===== config.mk =====
export PLATFORM = sky130hd
export DESIGN_NAME = microwave_cook_sequencer
export DESIGN_NICKNAME = d
export VERILOG_FILES = /design/src/rtl/microwave_pkg.sv /design/src/rtl/mw_bcd_timer.sv /design/src/rtl/microwave_cook_sequencer.sv
export SDC_FILE = /design/constraint.sdc
export NUM_CORES = 1
export LEC_CHECK = 0
export BUFFER_PORTS_ARGS = -buffer_cell sky130_fd_sc_hd__buf_2
export CORE_MARGIN = 2
export CORE_UTILIZATION = 44
export CTS_CLUSTER_SIZE = 20
export DETAILED_ROUTE_END_ITERATION = 7
export GPL_TIMING_DRIVEN = 0
export PLACE_DENSITY = 0.66
export SYNTH_ARGS = -nofsm -noshare
export SYNTH_HDL_FRONTEND = slang
export SYNTH_HIERARCHICAL = 1
export SYNTH_SLANG_ARGS = --single-unit

===== constraint.sdc =====
create_clock -name clk -period 3.4 [get_ports clk]
set_input_delay 0.17 -clock clk [delete_from_list [all_inputs] [get_ports clk]]
set_output_delay 0.17 -clock clk [all_outputs]
set_load 0.05 [all_outputs]

===== src/rtl/microwave_pkg.sv =====
// Shared types and constants for the microwave cook sequencer and its BCD timer.
package microwave_pkg;

   typedef enum logic [2:0] {
      IDLE  = 3'd0,
      SET   = 3'd1,
      COOK  = 3'd2,
      PAUSE = 3'd3,
      DONE  = 3'd4
   } mw_state_t;

   localparam logic [3:0] BCD_MAX_SEC_TENS = 4'd5;
   localparam logic [3:0] BCD_MAX_ONES     = 4'd9;

   function automatic logic is_valid_digit(input logic [3:0] digit);
      return digit <= BCD_MAX_ONES;
   endfunction

endpackage


===== src/rtl/mw_bcd_timer.sv =====
// Four-digit mm:ss BCD register: clear, keypad shift-in and one-second decrement.
module mw_bcd_timer
   import microwave_pkg::*;
(
   input  logic       clk,
   input  logic       rstn,
   input  logic       clear,
   input  logic       shift_en,
   input  logic [3:0] shift_digit,
   input  logic       dec_en,
   output logic [3:0] min_tens,
   output logic [3:0] min_ones,
   output logic [3:0] sec_tens,
   output logic [3:0] sec_ones,
   output logic       is_zero,
   output logic       is_one
);

   assign is_zero = (min_tens == 4'd0) && (min_ones == 4'd0) &&
                    (sec_tens == 4'd0) && (sec_ones == 4'd0);
   assign is_one  = (min_tens == 4'd0) && (min_ones == 4'd0) &&
                    (sec_tens == 4'd0) && (sec_ones == 4'd1);

   // Borrow ripples left; sec_tens above 5 simply counts down as plain BCD.
   always_ff @(posedge clk or negedge rstn) begin
      if (!rstn) begin
         min_tens <= 4'd0;
         min_ones <= 4'd0;
         sec_tens <= 4'd0;
         sec_ones <= 4'd0;
      end else if (clear) begin
         min_tens <= 4'd0;
         min_ones <= 4'd0;
         sec_tens <= 4'd0;
         sec_ones <= 4'd0;
      end else if (shift_en) begin
         min_tens <= min_ones;
         min_ones <= sec_tens;
         sec_tens <= sec_ones;
         sec_ones <= shift_digit;
      end else if (dec_en) begin
         if (sec_ones != 4'd0) begin
            sec_ones <= sec_ones - 4'd1;
         end else begin
            sec_ones <= BCD_MAX_ONES;
            if (sec_tens != 4'd0) begin
               sec_tens <= sec_tens - 4'd1;
            end else begin
               sec_tens <= BCD_MAX_SEC_TENS;
               if (min_ones != 4'd0) begin
                  min_ones <= min_ones - 4'd1;
               end else begin
                  min_ones <= BCD_MAX_ONES;
                  min_tens <= min_tens - 4'd1;
               end
            end
         end
      end
   end

endmodule


===== src/rtl/microwave_cook_sequencer.sv =====
// Cook sequencer: button edge detection, state machine, tick prescaler and magnetron enable.
module microwave_cook_sequencer
   import microwave_pkg::*;
#(
   parameter int CLK_DIV = 50_000_000,
   parameter int PRESC_W = 26
)(
   input  logic       clk,
   input  logic       rstn,
   input  logic       startn,
   input  logic       stopn,
   input  logic       clearn,
   input  logic       door_closed,
   input  logic       key_valid,
   input  logic [3:0] key_digit,
   output logic       mag_on,
   output logic       timer_done,
   output logic       done_flag,
   output logic [3:0] min_tens,
   output logic [3:0] min_ones,
   output logic [3:0] sec_tens,
   output logic [3:0] sec_ones,
   output logic [2:0] state
);

   mw_state_t          state_q, next_state;
   logic [PRESC_W-1:0] presc, presc_next;
   logic               start_q, stop_q, clear_q, door_q;
   logic               start_press, stop_press, clear_press, door_fall;
   logic               tm_clear, tm_shift, tm_dec, done_pulse;
   logic               key_ok, shifted_nz, tick, is_zero, is_one;

   assign start_press = start_q & ~startn;
   assign stop_press  = stop_q  & ~stopn;
   assign clear_press = clear_q & ~clearn;
   assign door_fall   = door_q  & ~door_closed;
   assign key_ok      = key_valid && is_valid_digit(key_digit);
   assign shifted_nz  = (min_ones | sec_tens | sec_ones | key_digit) != 4'd0;
   assign tick        = (presc == PRESC_W'(CLK_DIV - 1));
   assign state       = state_q;

   mw_bcd_timer u_timer (
      .clk         (clk),
      .rstn        (rstn),
      .clear       (tm_clear),
      .shift_en    (tm_shift),
      .shift_digit (key_digit),
      .dec_en      (tm_dec),
      .min_tens    (min_tens),
      .min_ones    (min_ones),
      .sec_tens    (sec_tens),
      .sec_ones    (sec_ones),
      .is_zero     (is_zero),
      .is_one      (is_one)
   );

   // Event priority: clear, then door open, stop, start, key.
   always_comb begin
      next_state = state_q;
      presc_next = presc;
      tm_clear   = 1'b0;
      tm_shift   = 1'b0;
      tm_dec     = 1'b0;
      done_pulse = 1'b0;
      if (clear_press) begin
         next_state = IDLE;
         presc_next = '0;
         tm_clear   = 1'b1;
      end else begin
         case (state_q)
            IDLE, SET: begin
               if (state_q == SET && stop_press) begin
                  next_state = IDLE;
                  presc_next = '0;
                  tm_clear   = 1'b1;
               end else if (state_q == SET && start_press && door_closed && !is_zero) begin
                  next_state = COOK;
                  presc_next = '0;
               end else if (key_ok) begin
                  tm_shift   = 1'b1;
                  next_state = shifted_nz ? SET : IDLE;
               end
            end
            COOK: begin
               if (!door_closed || stop_press) begin
                  next_state = PAUSE;
               end else if (tick) begin
                  presc_next = '0;
                  tm_dec     = 1'b1;
                  if (is_one) begin
                     next_state = DONE;
                     done_pulse = 1'b1;
                  end
               end else begin
                  presc_next = presc + PRESC_W'(1);
               end
            end
            PAUSE: begin
               if (stop_press) begin
                  next_state = IDLE;
                  presc_next = '0;
                  tm_clear   = 1'b1;
               end else if (start_press && door_closed) begin
                  next_state = COOK;
               end
            end
            DONE: begin
               if (door_fall) begin
                  next_state = IDLE;
                  presc_next = '0;
                  tm_clear   = 1'b1;
               end
            end
            default: begin
               next_state = IDLE;
               presc_next = '0;
               tm_clear   = 1'b1;
            end
         endcase
      end
   end

   always_ff @(posedge clk or negedge rstn) begin
      if (!rstn) begin
         state_q    <= IDLE;
         presc      <= '0;
         mag_on     <= 1'b0;
         timer_done <= 1'b0;
         done_flag  <= 1'b0;
         start_q    <= 1'b1;
         stop_q     <= 1'b1;
         clear_q    <= 1'b1;
         door_q     <= 1'b1;
      end else begin
         state_q    <= next_state;
         presc      <= presc_next;
         mag_on     <= (next_state == COOK) && door_closed;
         timer_done <= done_pulse;
         done_flag  <= (next_state == DONE);
         start_q    <= startn;
         stop_q     <= stopn;
         clear_q    <= clearn;
         door_q     <= door_closed;
      end
   end

endmodule


=== After elaboration in Yosys (flattened, before gate mapping) ===
Cells that the tools add are included.

* Flip-flop bits (word level): 52
* Bits of input ports: 11
* Output and inout port bits: 22

* Add/sub/neg operators: 5
* Magnitude comparators: 1
* Eq/ne operators: 15
* Multiplexer cells: 60
* Bitwise logic cells: 11
* Reductions and logical operators: 29

{| class="wikitable"
|+ Operator list
! cell !! number
|-
| 26-bit two-way mux || 7
|-
| 26-bit one-hot mux with 4 select lines || 1
|-
| 4-bit two-way mux || 21
|-
| 3-bit two-way mux || 10
|-
| 26-bit by 1-bit adder with 26-bit output, second input constant || 1
|-
| 26-bit equality test, second input constant || 1
|-
| 1-bit two-way mux || 19
|-
| 3-bit != test, second input constant || 6
|-
| 4-bit zero test || 4
|-
| 4-bit nonzero test || 4
|-
| 4-bit by 1-bit subtractor with 4-bit output, second input constant || 4
|-
| 4-bit OR || 3
|-
| 3-bit one-hot mux with 4 select lines || 1
|-
| 1-bit logical AND || 11
|-
| 3-bit by 2-bit equality test with 1-bit output, second input constant || 3
|-
| 4-bit AND reduction || 2
|-
| 3-bit equality test, second input constant || 2
|-
| 1-bit AND || 4
|-
| 4-bit by 1-bit equality test with 1-bit output, second input constant || 1
|-
| 4-bit less-or-equal comparator, second input constant || 1
|-
| 4-bit != test, second input constant || 1
|-
| 1-bit inverter || 4
|-
| 1-bit one-hot mux with 4 select lines || 1
|-
| 3-bit by 1-bit equality test with 1-bit output, second input constant || 1
|-
| 7 further kinds || 8
|}

=== Depth between registers and ports, before layout ===
Gate-level depths: netlist of the first run.

* Word-level depth: 12
* Mapped depth: 13

=== Cells and area by module ===
The synthesis of the first run kept the hierarchy.

{| class="wikitable"
|+ Modules (own cells, without submodules)
! module !! times used !! cells each !! area each (µm²) !! sequential area each (µm²)
|-
| microwave_cook_sequencer || 1 || 223 || 2,103.3 || 905.9
|-
| mw_bcd_timer || 1 || 115 || 989.7 || 400.4
|}

=== Least setup slack after synthesis of the first run ===
No wires, ideal clock.

* Path type: reg2reg
* Start: reg state_q[2], in the netlist state[2]
* End: reg u_timer.min_ones[2]
* Arrival time: 2.833 ns
* Data required time: 3.301 ns
* Setup slack: 0.468 ns
* Stages on the path, launching flop included: 9
* Buffers on the path: 1
* Clock period less this slack: 2.932 ns
* Cells stage by stage: dfrtp_1 -> nand2b_1 -> or3_1 -> clkbuf_1 -> nor3_1 -> nor3b_4 -> nand4_1 -> or3b_1 -> a311oi_1

* Elaborated cells on any way between the ends: 25
* Those cells by class: 6 x eq/ne; 11 x mux; 8 x reduce/logical

{| class="wikitable"
|+ RTL lines
! item !! RTL line !! source
|-
| start, declared || microwave_cook_sequencer.sv:26 || <nowiki>mw_state_t state_q, next_state;</nowiki>
|-
| start signal, assigned || microwave_cook_sequencer.sv:135 || <nowiki>state_q <= next_state;</nowiki>
|-
| 3-bit by 2-bit equality test with 1-bit output || microwave_cook_sequencer.sv:70 || <nowiki>case (state_q)</nowiki>
|-
| 1-bit two-way mux || microwave_cook_sequencer.sv:70 ||
|-
| 1-bit two-way mux || microwave_cook_sequencer.sv:65 || <nowiki>if (clear_press) begin</nowiki>
|-
| named net tm_dec || microwave_cook_sequencer.sv:30 || <nowiki>logic tm_clear, tm_shift, tm_dec, done_pulse;</nowiki>
|-
| 3-bit nonzero test (no line) || -- ||
|-
| 3-bit AND reduction (no line) || -- ||
|-
| end signal, assigned || mw_bcd_timer.sv:38 || <nowiki>min_ones <= sec_tens;</nowiki>
|-
| end signal, assigned || mw_bcd_timer.sv:51 || <nowiki>min_ones <= min_ones - 4'd1;</nowiki>
|-
| end, declared || mw_bcd_timer.sv:12 || <nowiki>output logic [3:0] min_ones,</nowiki>
|}

The timed path passes the listed nets, and every way through them passes these cells.
A chain may end at the register's enable or synchronous reset.

=== Worst setup path after layout of the first run ===
* Start: reg presc[0]
* End: reg u_timer.min_ones[2]

* Longest elaborated chain between the ends: 7

{| class="wikitable"
|+ RTL lines
! item !! RTL line !! source
|-
| start, declared || microwave_cook_sequencer.sv:27 || <nowiki>logic [PRESC_W-1:0] presc, presc_next;</nowiki>
|-
| start signal, assigned || microwave_cook_sequencer.sv:136 || <nowiki>presc <= presc_next;</nowiki>
|-
| 26-bit equality test || microwave_cook_sequencer.sv:39 || <nowiki>assign tick = (presc == PRESC_W'(CLK_DIV - 1));</nowiki>
|-
| 1-bit two-way mux || microwave_cook_sequencer.sv:87 || <nowiki>end else if (tick) begin</nowiki>
|-
| 1-bit two-way mux || microwave_cook_sequencer.sv:85 || <nowiki>if (!door_closed || stop_press) begin</nowiki>
|-
| 1-bit two-way mux || microwave_cook_sequencer.sv:70 ||
|-
| 1-bit two-way mux || microwave_cook_sequencer.sv:65 ||
|-
| named net tm_dec || microwave_cook_sequencer.sv:30 ||
|-
| 3-bit nonzero test (no line) || -- ||
|-
| 3-bit AND reduction (no line) || -- ||
|}

The timed path passes the listed nets, and every way through them passes these cells.

==> flow_metrics.py, run 1 <==
metrics = {
    "clocking": {
        "cts_buffer_depth": 2,
        "cts_inserted_buffers": 5,
        "root_buffer": "clkbuf_8",
        "cts_tree": "built",
        "clk_pin_slew_ns": 0.10,
        "cts.sinks": 52,
        "worstSkewPairLatency_ns": 0.31,
        "cts_max_level": 2,
    },
    "place": {
        "dp_hpwl_mm": 5.35,
        "place_congestion": 0.884,
        "dp_slack_ns": 0.120,
        "numPortBuffers": 32,
        "placed_cell_area_sq_um": 3370,
    },
    "timing": {
        "fin_crit_sh": 0.910,
        "setup_viol": 0,
        "relSlewSlack": 0.238,
        "worstMarginPinSlew_ns": 1.14,
        "period_needed_ns": 3.09,
        "fin_tns_setup_ns": 0,
        "rsz0062_at_grt": "no",
        "timing.fmax_ghz": 0.323,
        "setup_slack_ns": 0.306,
        "slew_viol_final": 0,
        "hold_ws_ns": 0.0620,
        "hold_violations": 0,
        "clock_skew_ns": 0.00755,
    },
    "critical_path": {
        "endpoint_kind": "flip-flop",
        "r2r-end": "u_timer/min_ones[2]",
        "endpoint": "u_timer/min_ones[2]",
        "cp-start-kind": "flip-flop",
        "rrSetupSlack_ns": 0.31,
        "r2r_start": "presc[0]",
        "crit_start": "presc[0]",
        "r2r_cells": 9,
        "worstPathArrival_ns": 3.32,
        "cp.required_ns": 3.62,
        "crit_fanout": 7,
        "worstSetupPathType": "flip-flop to flip-flop",
    },
    "route": {
        "route.detailed.drc": 0,
        "via_count": 2803,
        "first_iter_violations": 221,
        "via_per_inst": 5.85,
        "antenna_left": 0,
        "wl_per_cell_um": 15.6,
        "wl_mm": 7.49,
        "first_pass_iters": 4,
    },
    "flow_run": {
        "maxCapViolations": 0,
    },
    "finish": {
        "nFillCells": 632,
        "multi_input_area_sq_um": 1680,
        "layout_common_cells": "dfrtp_1 (48), buf_2 (37), nor2_1 (34), a21oi_1 (21), nand4_1 (20)",
        "final_core_utilization": 0.522,
        "area_growth_syn_to_layout_pct": 14.6,
        "num_antenna_cells": 0,
        "drive_gt1_frac": 0.183,
        "fin_area_sq_um": 3540,
        "nNetsFinal": 395,
        "layout_commonest_cell": "dfrtp_1",
        "regArea_sq_um": 1310,
    },
    "worst_hold_path": {
        "hp-class": "primary input to asynchronous set/reset pin",
    },
    "global_routing": {
        "grt_pass1_vias": 2614,
        "grt_use_met1": 0.302,
        "grt_usage": 0.205,
        "top_usage_layer": "met2",
        "use_met2": 0.313,
        "grt_max_degree": 53,
        "grt-ovfl-total": 0,
        "grt_pass1_wl_mm": 12.5,
        "antenna_found_initial": 0,
        "met3_usage": 0.0368,
    },
    "die": {
        "die_width_um": 87.8,
        "rows": 30,
        "die_h_um": 87.8,
        "coreArea_sq_um": 6790,
        "io_pins": 33,
        "start_util": 0.455,
        "die_area_sq_um": 7720,
    },
    "run_status": {
        "outcome": "finished, final reports clean",
    },
    "synth": {
        "ys_types": 63,
        "synthArstFlopShare": 1.00,
        "syn_area_per_cell_sq_um": 9.15,
        "synth_fp_nets": 351,
        "synth_edf_count": 0,
        "synth_cells": 338,
        "synthFlopType": "dfrtp_1",
        "synth_area_sq_um": 3090,
        "ys_ff_latch": 52,
        "yosysSeqAreaShare": 0.422,
        "yosys_warnings": 6,
    },
    "pwr": {
        "power_density_nw_per_um2": 612,
        "peakVddDrop_mv": 0.316,
        "power.leakage_nw": 1.45,
    },
}
[routing by layer]
layer,vias to the layer above,routed length [um]
met2,72,3310
met5,-,0
met4,0,81
met1,1351,3730
met3,9,363
li1,1371,-
[worst max-delay path, cell delays in order, from the launching register on]
cell and delay [ns]:
dfrtp_1 0.42, ha_1 0.20, and3_1 0.18, nand3_1 0.19, or3_1 0.46, nor3_4 0.26
nor3b_4 0.39, nand4_1 0.24, or3b_1 0.41, a311oi_1 0.26
[registers in the layout (all words and copies together) (netlist names)]
name              cells
u_timer/min_ones      4
presc                26
timer_done            1
start_q               1
clear_q               1
u_timer/sec_ones      4
u_timer/sec_tens      4
door_q                1
u_timer/min_tens      4
done_flag             1
mag_on                1
stop_q                1
state                 3
[metrics by stage]
stage	total power, mW	instances
floorplan	1.50	338
global placement	1.73	466
detailed placement	1.74	466
CTS	2.18	477
global route	2.30	479
finish	2.17	479
[Yosys cell counts (all sizes together) (2+ instances only)]
library cell / n / area share
a31oi: 4 / 0.0081
nor3: 16 / 0.028
nor4: 13 / 0.028
clkbuf: 6 / 0.0073
a221oi: 2 / 0.0057
or3: 11 / 0.022
a21o: 2 / 0.0049
a21oi: 23 / 0.040
nor2b: 5 / 0.010
and3: 6 / 0.012
o41ai: 2 / 0.0057
nand2b: 5 / 0.011
and2: 2 / 0.0040
or4: 6 / 0.016
o21ai: 15 / 0.024
nor3b: 3 / 0.013
dfstp: 4 / 0.034
nand2: 20 / 0.025
nand4: 21 / 0.047
nand3: 14 / 0.024
o31ai: 5 / 0.012
and4: 3 / 0.0085
a311oi: 7 / 0.020
xnor2: 5 / 0.014
nand3b: 4 / 0.011
nor2: 35 / 0.043
dfrtp: 48 / 0.39
or3b: 2 / 0.0057
ha: 2 / 0.0081
a211oi: 2 / 0.0049
buf: 9 / 0.018
inv: 10 / 0.012
mux2i: 5 / 0.016
xor2: 7 / 0.020
[timing repair]
item,in CTS,in global routing
setup endpoints to repair,0,6
gates resized for setup,0,2
hold buffers,3,1
buffers inserted,0,1
endpoints found under the hold margin,3,1
[cell families (layout without fill, tap and decap cells)]
| family | after synthesis | in the layout | share of synthesized area |
|---|---|---|---|
| AND/OR/NAND/NOR | 170 | 170 | 0.320 |
| AO/OA/AOI/OAI | 71 | 71 | 0.158 |
| XOR/XNOR | 12 | 12 | 0.0340 |
| adder cells (fa/ha/maj) | 2 | 2 | 0.00809 |
| buffers and inverters | 25 | 70 | 0.0372 |
| flip-flops | 52 | 52 | 0.422 |
| multiplexers | 6 | 6 | 0.0198 |
[power breakdown]
part | internal, mW | switching, mW | leakage, nW
clock network | 0.218 | 0.216 | 0.0541
registers | 0.697 | 0.130 | 0.698
logic | 0.268 | 0.641 | 0.699
total | 1.18 | 0.986 | 1.45
[worst min-delay path by stage]
stage	start	endpoint	slack, ns
final	rstn	u_timer/min_ones[3]	0.06
after global routing	key_digit[2]	u_timer/sec_ones[2]	0.13
after CTS	door_closed	door_q	0.005
after detailed placement	startn	start_q	0.29
after global placement	startn	start_q	0.29
after floorplan	rstn	done_flag	-0.13
[cell type report]
type / instances / share of cell area
clock inverter: 3 / 0.0120
tap: 96 / 0.0339
clock buffer: 5 / 0.0194
inverter: 10 / 0.0106
sequential: 52 / 0.369
multi-input combinational: 261 / 0.475
timing repair buffer: 37 / 0.0586
buffer: 15 / 0.0219
(Power assumes the default switching activity.)
==> run 2, diff against run 1 <==
BUFFER_PORTS_ARGS = -buffer_cell sky130_fd_sc_hd__clkbuf_2   (was -buffer_cell sky130_fd_sc_hd__buf_2)
CTS_CLUSTER_SIZE = default   (was 20)
==> run 2 against run 1 <==
Effect of this change: sequential share of layout area fell by 0.17 points; total power rose by 1.4%; global-route usage rose by 0.18 points; register-to-register slack got worse by 0.07 ns; highest routed layer unchanged; maximum frequency fell by 2.3%; via count rose by 0.39%; utilization rose by 0.24 points.
==> flow_metrics.py, run 2 (same netlist as run 1, synthesis figures left out) <==
metrics = {
    "finish": {
        "layout_common_cells": "dfrtp_1 (48), nor2_1 (34), clkbuf_2 (31), a21oi_1 (21), nand4_1 (20)",
        "drive_gt1_frac": 0.183,
        "nNetsFinal": 395,
        "final_core_utilization": 0.524,
        "fin_area_sq_um": 3560,
        "top_register": "presc",
        "largest_register_ffs": 26,
        "num_antenna_cells": 0,
        "layout_commonest_cell": "dfrtp_1",
        "final_cells": 479,
        "area_growth_syn_to_layout_pct": 15.1,
    },
    "timing": {
        "slew_viol_final": 0,
        "rsz0062_at_grt": "no",
        "setup_slack_ns": 0.234,
        "clock_skew_ns": 0.0137,
        "fin_crit_sh": 0.931,
        "hold_violations": 0,
        "worstMarginPinSlew_ns": 0.612,
        "fin_tns_setup_ns": 0,
        "setup_viol": 0,
        "timing.fmax_ghz": 0.316,
        "hold_ws_ns": 0.0142,
        "relSlewSlack": 0.589,
        "period_needed_ns": 3.17,
    },
    "route": {
        "antenna_left": 0,
        "wl_mm": 7.51,
        "first_pass_iters": 4,
        "via_per_inst": 5.87,
        "route.detailed.drc": 0,
        "wl_per_cell_um": 15.7,
        "first_iter_violations": 181,
        "via_count": 2814,
    },
    "critical_path": {
        "cp-start-kind": "flip-flop",
        "cp.required_ns": 3.63,
        "endpoint_kind": "flip-flop",
        "crit_fanout": 9,
        "worstPathArrival_ns": 3.40,
        "worstSetupPathType": "flip-flop to flip-flop",
    },
    "place": {
        "dp_slack_ns": 0.110,
        "dp_hpwl_mm": 5.33,
        "place_congestion": 0.878,
        "numPortBuffers": 32,
        "post-place-cells": 466,
        "placed_cell_area_sq_um": 3370,
    },
    "die": {
        "io_pins": 33,
        "rows": 30,
        "coreArea_sq_um": 6790,
        "die_width_um": 87.8,
        "die_area_sq_um": 7720,
        "start_util": 0.455,
        "die_h_um": 87.8,
    },
    "clocking": {
        "root_buffer": "clkbuf_8",
        "cts.sinks": 52,
        "worstSkewPairLatency_ns": 0.32,
        "cts_buffer_depth": 2,
        "cts_max_level": 2,
        "cts_tree": "built",
        "clk_pin_slew_ns": 0.10,
        "cts_inserted_buffers": 5,
    },
    "flow_run": {
        "maxCapViolations": 0,
    },
    "global_routing": {
        "met3_usage": 0.0386,
        "grt-ovfl-total": 0,
        "grt_usage": 0.207,
        "top_usage_layer": "met2",
        "grt_use_met1": 0.300,
        "grt_pass1_vias": 2610,
        "grt_max_degree": 53,
        "grt_pass1_wl_mm": 12.5,
        "use_met2": 0.315,
        "antenna_found_initial": 0,
    },
    "run_status": {
        "outcome": "finished, final reports clean",
    },
    "pwr": {
        "peakVddDrop_mv": 0.307,
        "totalPowerFinal_mw": 2.20,
        "power.leakage_nw": 1.44,
        "power_density_nw_per_um2": 618,
    },
    "worst_hold_path": {
        "hp-class": "primary input to flip-flop",
    },
}
run 2: repair_timing:
action                                 4_1_cts  5_1_grt
setup endpoints to repair                    0        5
gates resized for setup                      0        1
setup buffers                                0        0
endpoints found under the hold margin        3       16
hold buffers                                 3        1
run 2: layer usage:
layer	part of all wire	wire, um
met1	0.49	3710
met2	0.44	3290
met3	0.056	418
met4	0.013	97
met5	0	0
run 2: final cells by class:
cell class / instances / area, sq um
Buffer: 15 / 77.6
Sequential cell: 52 / 1310
Fill cell: 633 / 3230
Clock inverter: 2 / 38.8
Tap cell: 96 / 120
Multi-Input combinational cell: 261 / 1680
Clock buffer: 6 / 82.6
Inverter: 10 / 37.5
Timing Repair Buffer: 37 / 220
run 2: worst max-delay path: stages (launching register included):
cell and delay, ns:
dfrtp_1 0.37, buf_2 0.17, nor4_2 0.33, nand4_1 0.14, or3_1 0.43, nor3_2 0.31
nor3b_4 0.42, nand4_1 0.24, or3b_1 0.42, a311oi_1 0.26
run 2: report_power, final:
part           switching [mW]  leakage [nW]  internal [mW]
clock network           0.216        0.0614          0.241
logic                   0.645         0.683          0.268
registers               0.134         0.698          0.697
total                   0.995          1.44           1.21
run 2: path summary, 6_finish.rpt:
check / startpoint / endpoint / slack, ns / depth (start not counted)
worst max-delay path: presc[9] / u_timer/min_ones[2] / 0.23 / 9
max in group asynchronous: rstn / presc[17] / 2.51 / 3
min in group asynchronous: rstn / u_timer/min_ones[3] / 0.34 / 2
worst max register to register: presc[9] / u_timer/min_ones[2] / 0.23 / 9
worst min register to register: presc[22] / presc[22] / 0.52 / 1
worst min-delay path: door_closed / door_q / 0.01 / 1
